[src/rtl/fifo_rd_packer.sv]
// Purpose: pops DWIDTH-wide FIFO entries and packs PACK of them (lane 0 first) into one word.
// Latency: out_valid rises the cycle after the pop that fills the last lane; one pop per cycle streaming.
// Backpressure: holds the word while out_ready=0 (no pops); a pop may overlap the handoff cycle.
// Optional: define FIFO_RD_PACKER_FLUSH_EN to add flush / out_lanes for emitting partial words.
module fifo_rd_packer #(
    parameter  int DWIDTH = 4,
    parameter  int PACK   = 4,
    localparam int CW     = $clog2(PACK + 1)
) (
    input  logic                     clk,
    input  logic                     rst_n,
    input  logic                     fifo_empty,
    input  logic [DWIDTH-1:0]        fifo_dout,
    output logic                     fifo_ren,
    output logic                     out_valid,
    input  logic                     out_ready,
    output logic [DWIDTH*PACK-1:0]   out_data
`ifdef FIFO_RD_PACKER_FLUSH_EN
    ,
    input  logic                     flush,
    output logic [CW-1:0]            out_lanes
`endif
);

    localparam int W = DWIDTH * PACK;

    typedef enum logic {
        ST_FILL = 1'b0,
        ST_HOLD = 1'b1
    } state_e;

    state_e          state_q;
    logic [CW-1:0]   cnt_q;
    logic [CW-1:0]   cnt_d;
    logic [W-1:0]    data_q;
    logic            out_valid_q;
    logic            pop;
    logic            flush_take;
    logic            last_lane;

    assign cnt_d     = cnt_q + CW'(1);
    assign last_lane = (cnt_q == CW'(PACK - 1));

`ifdef FIFO_RD_PACKER_FLUSH_EN
    logic [CW-1:0]   lanes_q;
    // A flush only means something when at least one lane holds data.
    assign flush_take = flush & (state_q == ST_FILL) & (cnt_q != '0);
    assign out_lanes  = lanes_q;
`else
    assign flush_take = 1'b0;
`endif

    // Pop whenever data is there and the word register can take it; the
    // out_ready -> fifo_ren path lets a pop overlap the handoff cycle.
    assign fifo_ren  = ~fifo_empty & ((state_q == ST_FILL) | out_ready) & ~flush_take;
    assign pop       = fifo_ren & ~fifo_empty;
    assign out_valid = out_valid_q;
    assign out_data  = data_q;

    // Fill/hold state machine with registered out_valid and word register.
    always_ff @(posedge clk or negedge rst_n) begin
        if (!rst_n) begin
            state_q     <= ST_FILL;
            cnt_q       <= '0;
            data_q      <= '0;
            out_valid_q <= 1'b0;
`ifdef FIFO_RD_PACKER_FLUSH_EN
            lanes_q     <= '0;
`endif
        end else begin
            case (state_q)
                ST_FILL: begin
                    if (flush_take) begin
                        // Emit the partial word; unfilled lanes are already zero.
                        state_q     <= ST_HOLD;
                        out_valid_q <= 1'b1;
`ifdef FIFO_RD_PACKER_FLUSH_EN
                        lanes_q     <= cnt_q;
`endif
                    end else if (pop) begin
                        for (int i = 0; i < PACK; i++) begin
                            if (cnt_q == CW'(i)) begin
                                data_q[i*DWIDTH +: DWIDTH] <= fifo_dout;
                            end
                        end
                        cnt_q <= cnt_d;
                        if (last_lane) begin
                            state_q     <= ST_HOLD;
                            out_valid_q <= 1'b1;
`ifdef FIFO_RD_PACKER_FLUSH_EN
                            lanes_q     <= CW'(PACK);
`endif
                        end
                    end
                end
                ST_HOLD: begin
                    if (out_ready) begin
                        // Handoff clears the word; an overlapping pop seeds lane 0.
                        state_q     <= ST_FILL;
                        out_valid_q <= 1'b0;
`ifdef FIFO_RD_PACKER_FLUSH_EN
                        lanes_q     <= '0;
`endif
                        if (pop) begin
                            data_q <= W'(fifo_dout);
                            cnt_q  <= CW'(1);
                        end else begin
                            data_q <= '0;
                            cnt_q  <= '0;
                        end
                    end
                end
                default: begin
                    state_q <= ST_FILL;
                end
            endcase
        end
    end

endmodule

[config.mk]
export PLATFORM = sky130hd
export DESIGN_NAME = fifo_rd_packer
export DESIGN_NICKNAME = d
export VERILOG_FILES = /design/src/rtl/fifo_rd_packer.sv
export SDC_FILE = /design/constraint.sdc
export NUM_CORES = 1
export LEC_CHECK = 0
export ABC_CLOCK_PERIOD_IN_PS = 1640
export BUFFER_PORTS_ARGS = -buffer_cell sky130_fd_sc_hd__buf_2
export CAP_MARGIN = 25
export CORE_MARGIN = 1.5
export CORE_UTILIZATION = 45
export CTS_CLUSTER_SIZE = 14
export DETAILED_ROUTE_END_ITERATION = 12
export PLACE_DENSITY = 0.7
export SLEW_MARGIN = 5
export SYNTH_ARGS = -nofsm -noshare
export SYNTH_HDL_FRONTEND = slang
export SYNTH_SLANG_ARGS = --single-unit
[constraint.sdc]
create_clock -name clk -period 1.64 [get_ports clk]
set_clock_uncertainty 0.05 [all_clocks]
set_input_delay 0 -clock clk [delete_from_list [all_inputs] [get_ports clk]]
set_output_delay 0 -clock clk [all_outputs]
set_load 0.02 [all_outputs]
==> flow_metrics.py, run 1 <==
metrics = {
    "outcome": {
        "status": "finished clean",
    },
    "floorplanning": {
        "die_h_um": 52.6,
        "ios": 26,
        "core.rowCount": 17,
        "start_util_pct": 49.0,
        "dieArea_mm2": 0.00276,
        "die_x_um": 52.6,
        "coreArea_mm2": 0.00225,
    },
    "timing": {
        "finalCritPeriodShare_pct": 93.1,
        "period_needed_ps": 1530,
        "fin_setup_tns_ps": 0,
        "worst_pin_slew_ps": 463,
        "layout_setup_ws_ps": 113,
        "maxSlewHeadroom_pct": 69.2,
        "timing.fmax_mhz": 655,
        "final-hold-violation-count": 0,
        "setup-violations-final": 0,
        "rsz0062_at_grt": "false",
        "drv_slew": 0,
    },
    "layout": {
        "multi_input_area_um2": 517,
        "diodes": 0,
        "layout.nets": 149,
        "area_growth_pct": 21.2,
        "final_area_mm2": 0.00134,
        "final_util_pct": 59.4,
        "drive_above_1_share_pct": 29.6,
        "seq_area_um2": 526,
        "nFillCells": 210,
    },
    "route": {
        "drt-wirelength-per-cell_um": 14.0,
        "drt-pass1-iter-count": 4,
        "drc_errors": 0,
        "avgViaCountPerCell": 5.13,
        "vias": 837,
        "ant_nets": 0,
        "drtIter0Drc": 1,
        "drt_wl_total_um": 2290,
    },
    "power": {
        "vdd_drop_max_v": 0.00102,
        "p_int_w": 0.00134,
        "power_density_mw_per_mm2": 1780,
        "switching_share_pct": 43.8,
        "seq_power_share_pct": 40.5,
        "p_comb_share_pct": 49.6,
        "clockPowerShare_pct": 9.9,
        "power.net_switching_w": 0.00104,
        "p_leak_nw": 0.686,
    },
    "yosys": {
        "seq_area_frac_synth_pct": 47.6,
        "synth_cells": 101,
        "synth.distinct_cells": 25,
        "syn_area_mm2": 0.00110,
        "synth.net_count": 114,
        "synth_area_per_cell_um2": 10.9,
        "ys_seq_elements": 21,
        "yosysWarnings": 0,
    },
    "run": {
        "maxCapViolCount": 0,
    },
    "clocking": {
        "root_buffer": "clkbuf_4",
        "cts_num_sinks": 21,
        "cts_setup_buffers": 0,
        "cts_buffers": 3,
        "htree_levels": 1,
        "cts_tree": "built",
        "clk_latency_ps": 290,
        "clockBufferDepth": 2,
        "clkSlewWorstSetupHoldPaths_ps": 110,
    },
    "worst_setup_path": {
        "worstPathArrival_ps": 1640,
        "worstPathRequired_ps": 1760,
        "worst-setup-path-type": "reg2reg",
        "cp_max_fo": 9,
        "cp-end-kind": "register",
        "worstSetupStartpointType": "register",
    },
    "place": {
        "place_congestion": 0.874,
        "place_area_mm2": 0.00125,
        "dpl.hpwl_um": 1770,
        "portBuffers": 25,
        "preCtsSetupSlack_ps": 108,
    },
    "grt": {
        "grtUsageTotal_pct": 19.4,
        "grt_pass1_vias": 898,
        "grt_pass1_wl_um": 3960,
        "antenna_found_initial": 0,
        "grt_overflow_total": 0,
        "grt_max_degree": 22,
    },
    "hold_path": {
        "min_path_type": "in2reg",
    },
}
==> stage by stage <==
stage	hold WS (ps)	cells	total power [W]
floorplan	-346	101	0.00178
global placement	-75.5	153	0.00209
detailed placement	-67.5	153	0.00216
CTS	82.9	163	0.00241
global route	96.6	163	0.00258
finish	82.9	163	0.00238
==> final cells by class <==
cell class                 instances  area share, %
sequential                        21           39.3
multi-input combinational         70           38.6
timing repair buffer              35           16.1
tap                               28           2.62
clock buffer                       3           1.68
inverter                           5           1.40
clock inverter                     1          0.374
==> repair_timing <==
action | 4_1_cts | 5_1_grt
hold buffers | 6 | 0
setup endpoints to repair | 0 | 2
resized for setup | 0 | 0
hold endpoints to repair | 31 | 0
==> flip-flops by register name, summed over array words and instances, names as in the netlist <==
| register | flops |
|---|---|
| out_data | 16 |
| cnt_q | 3 |
| out_valid | 1 |
| state_q | 1 |
==> routing by layer <==
layer  up-vias  GRT usage [%]  share of wire [%]
li1        409              -                  -
met1       408           23.6                 44
met2        18           34.6                 52
met3         2           3.71                3.1
met4         0           5.56               0.61
met5         -              0                  0
==> cell usage in the layout, fill, tap and decap left out, drive strengths merged <==
master / instances
buf: 29
nand2: 22
dfrtp: 21
o21ai: 17
dlygate4sd3: 6
inv: 5
mux2i: 5
ha: 5
a21boi: 5
mux2: 4
clkbuf: 3
nor4b: 2
nor2b: 1
nor2: 1
nand2b: 1
o21bai: 1
or2b: 1
nor3: 1
a21o: 1
o21a: 1
a21oi: 1
o32ai: 1
clkinv: 1
==> logic make-up after synthesis <==
kind of cell    Yosys count  share of synthesized area [%]
compound gates           27                           15.4
fa+ha+maj                 5                           5.66
buf+inv                  10                           5.66
flops                    21                           47.6
mux                       9                           8.61
simple gates             29                           17.1
==> synthesized netlist by cell type, drive strengths merged <==
cell | instances | area [um2]
buf | 4 | 38.8
nand2 | 22 | 90.1
o21ai | 17 | 85.1
dfrtp | 21 | 526
nor2 | 1 | 3.75
o21bai | 1 | 7.51
o32ai | 1 | 8.76
nor4b | 2 | 47.6
or2b | 1 | 11.3
inv | 5 | 18.8
a21o | 1 | 7.51
ha | 5 | 62.6
mux2 | 4 | 45.0
a21boi | 5 | 48.8
mux2i | 5 | 50.1
o21a | 1 | 7.51
clkbuf | 1 | 5.00
a21oi | 1 | 5.00
nor2b | 1 | 6.26
nand2b | 1 | 13.8
nor3 | 1 | 16.3
==> worst max-delay path: stages (launching register included) <==
cell     delay, ps
dfrtp_1        520
buf_4          230
nor4b_4        430
o21ai_0        170
==> power groups by stage <==
stage | combinational, W | clock, W | sequential (W)
3_5_place_dp | 0.00119 | 0 | 0.000971
5_1_grt | 0.00130 | 0.000272 | 0.000999
2_1_floorplan | 0.000603 | 0 | 0.00117
4_1_cts | 0.00120 | 0.000247 | 0.000964
6_report | 0.00118 | 0.000237 | 0.000964
3_3_place_gp | 0.00114 | 0 | 0.000954
==> final timing paths <==
kind | cells past startpoint | slack (ps) | startpoint | endpoint
hold reg to reg | 1 | 450 | out_data[3]$_DFFE_PN0P_ | out_data[3]$_DFFE_PN0P_
hold / removal | 2 | 80 | fifo_empty | cnt_q[2]$_DFFE_PN0P_
max in group asynchronous | 2 | 1100 | rst_n | out_data[9]$_DFFE_PN0P_
setup / recovery | 3 | 110 | state_q$_DFF_PN0_ | out_data[4]$_DFFE_PN0P_
min in group asynchronous | 2 | 120 | rst_n | out_valid$_DFFE_PN0P_
setup reg to reg | 3 | 110 | state_q$_DFF_PN0_ | out_data[4]$_DFFE_PN0P_
(Power assumes the default switching activity.)
==> inputs of run 2 (changes only) <==
==> constraint.sdc (replaced) <==
create_clock -name clk -period 1.64 [get_ports clk]
set_clock_uncertainty 0.05 [all_clocks]
set_input_delay 0.164 -clock clk [delete_from_list [all_inputs] [get_ports clk]]
set_output_delay 0.164 -clock clk [all_outputs]
set_load 0.02 [all_outputs]
==> run 2 against run 1 <==
Effect of this change: total power decreased by 0.21%; hold slack got worse by 3.7 ps; clock-buffer cell count unchanged; register-to-register slack improved by 60 ps; utilization decreased by 2.1 points; non-clock buffer count decreased by 5; critical path depth unchanged; clock power about the same; worst setup slack improved by 47 ps; flip-flop and latch count unchanged; global-route usage decreased by 0.30 points; critical endpoint is now fifo_ren; largest power group unchanged.
==> flow_metrics.py, run 2 (synthesis gave the netlist of run 1 again) <==
metrics = {
    "outcome": {
        "status": "finished clean",
    },
    "layout": {
        "area_growth_pct": 17.0,
        "drive_above_1_share_pct": 32.3,
        "layout.nets": 144,
        "diodes": 0,
        "fin_cells": 158,
        "layout_commonest_cell": "buf_2",
        "largest_reg_flops": 16,
        "most-common-layout-cells": "buf_2 (25), nand2_1 (21), dfrtp_1 (20)",
    },
    "power": {
        "vdd_drop_max_v": 0.00101,
        "power.net_switching_w": 0.00104,
        "p_comb_share_pct": 49.3,
        "p_leak_nw": 0.663,
        "switching_share_pct": 43.8,
        "seq_power_share_pct": 40.7,
        "p_int_w": 0.00133,
        "clockPowerShare_pct": 10.1,
        "power_density_mw_per_mm2": 1840,
    },
    "clocking": {
        "root_buffer": "clkbuf_4",
        "clk_latency_ps": 290,
        "cts_num_sinks": 21,
        "htree_levels": 1,
        "clockBufferDepth": 2,
        "cts_tree": "built",
        "cts_buffers": 3,
        "clkSlewWorstSetupHoldPaths_ps": 110,
    },
    "place": {
        "place_congestion": 0.874,
        "portBuffers": 25,
        "dpl.hpwl_um": 1770,
        "dpl.cell_count": 153,
    },
    "worst_setup_path": {
        "reg2reg_setup_slack_ps": 170,
        "cp-endpoint": "fifo_ren",
        "worstPathRequired_ps": 1430,
        "worstSetupStartpointType": "register",
        "r2r_cells": 4,
        "cp-end-kind": "output port",
        "cp_max_fo": 9,
        "cp-startpoint": "state_q$_DFF_PN0_",
        "reg2reg_to": "out_data[2]$_DFFE_PN0P_",
        "worst-setup-path-type": "reg2out",
        "r2r_start": "cnt_q[0]$_DFFE_PN0P_",
        "worstPathArrival_ps": 1270,
    },
    "timing": {
        "timing.fmax_mhz": 676,
        "rsz0062_at_grt": "false",
        "maxSlewHeadroom_pct": 69.2,
        "period_needed_ps": 1480,
        "setup-violations-final": 0,
        "drv_slew": 0,
        "worst_pin_slew_ps": 463,
        "finalCritPeriodShare_pct": 90.2,
        "final-hold-violation-count": 0,
        "fin_setup_tns_ps": 0,
    },
    "route": {
        "drt-wirelength-per-cell_um": 14.2,
        "drc_errors": 0,
        "ant_nets": 0,
        "drt_wl_total_um": 2240,
        "drtIter0Drc": 1,
        "drt-pass1-iter-count": 4,
        "avgViaCountPerCell": 5.17,
        "vias": 817,
    },
    "grt": {
        "grt_pass1_wl_um": 3910,
        "grt_max_degree": 22,
        "grtUsageTotal_pct": 19.1,
        "grt_overflow_total": 0,
        "antenna_found_initial": 0,
        "grt_pass1_vias": 879,
    },
    "run": {
        "maxCapViolCount": 0,
    },
    "floorplanning": {
        "ios": 26,
        "coreArea_mm2": 0.00225,
        "core.rowCount": 17,
        "dieArea_mm2": 0.00276,
        "die_h_um": 52.6,
        "start_util_pct": 49.0,
        "die_x_um": 52.6,
    },
    "hold_path": {
        "min_path_type": "in2reg",
        "hold_path.startpoint": "fifo_dout[2]",
    },
}
==> run 2: cell types whose count changed in the layout (fill, tap and decap cells not counted), sizes merged <==
cell | previous run | this run
dlygate4sd3 | 6 | 1
==> run 2: how the worst min path moves through the flow <==
stage | slack [ps] | cells after the start | end
floorplan | -180 | 0 | cnt_q[0]$_DFFE_PN0P_
global placement | 90 | 1 | out_valid$_DFFE_PN0P_
detailed placement | 100 | 1 | out_valid$_DFFE_PN0P_
CTS | 80 | 3 | out_data[10]$_DFFE_PN0P_
global route | 80 | 3 | out_data[10]$_DFFE_PN0P_
finish | 80 | 3 | out_data[10]$_DFFE_PN0P_
==> run 2: critical path: stages (launching register included) <==
cell and delay [ps]:
dfrtp_2 490, nor2b_2 250, nor2_1 60, buf_2 160
==> run 2: layout make-up <==
type | instances | area (um2)
repair buffers | 30 | 165
clock buffers | 3 | 22.5
multi-input cells | 70 | 519
fillers | 220 | 962
well taps | 28 | 35.0
clock inverters | 1 | 5.00
flip-flops and latches | 21 | 527
inverters | 5 | 18.8
==> run 2: what timing repair did <==
| item | in CTS | in global routing |
|---|---|---|
| endpoints found under the setup margin | 1 | 1 |
| hold buffers | 1 | 0 |
| hold endpoints to repair | 21 | 0 |
| gates resized for setup | 1 | 1 |
| buffers inserted | 0 | 0 |
==> run 2: power groups by stage <==
stage,Combinational [W],Clock (W),Sequential [W]
after floorplan,0.000603,0,0.00117
after global placement,0.00114,0,0.000954
after detailed placement,0.00119,0,0.000971
after CTS,0.00119,0.000247,0.000966
after global routing,0.00130,0.000272,0.00100
final,0.00117,0.000239,0.000966
==> run 2: through the flow <==
stage | total power [W] | utilization [%] | instance area, um2 | hold slack (ps) | setup WS, ps
3_5_place_dp | 0.00216 | 55.5 | 1250 | 96.5 | 108
3_3_place_gp | 0.00209 | 55.5 | 1250 | 88.5 | 208
2_1_floorplan | 0.00178 | - | 1100 | -182 | 266
6_report | 0.00238 | 57.3 | 1290 | 79.3 | 160
4_1_cts | 0.00240 | 57.2 | 1290 | 81.5 | 91.0
5_1_grt | 0.00257 | 57.3 | 1290 | 84.0 | 41.8
==> run 2: per-layer routing <==
| layer | vias up | global-route usage, % | routed length (um) |
|---|---|---|---|
| li1 | 400 | - | - |
| met1 | 399 | 23.4 | 955 |
| met2 | 16 | 33.5 | 1190 |
| met3 | 2 | 4.00 | 75 |
| met4 | 0 | 5.56 | 14 |
| met5 | - | 0 | 0 |
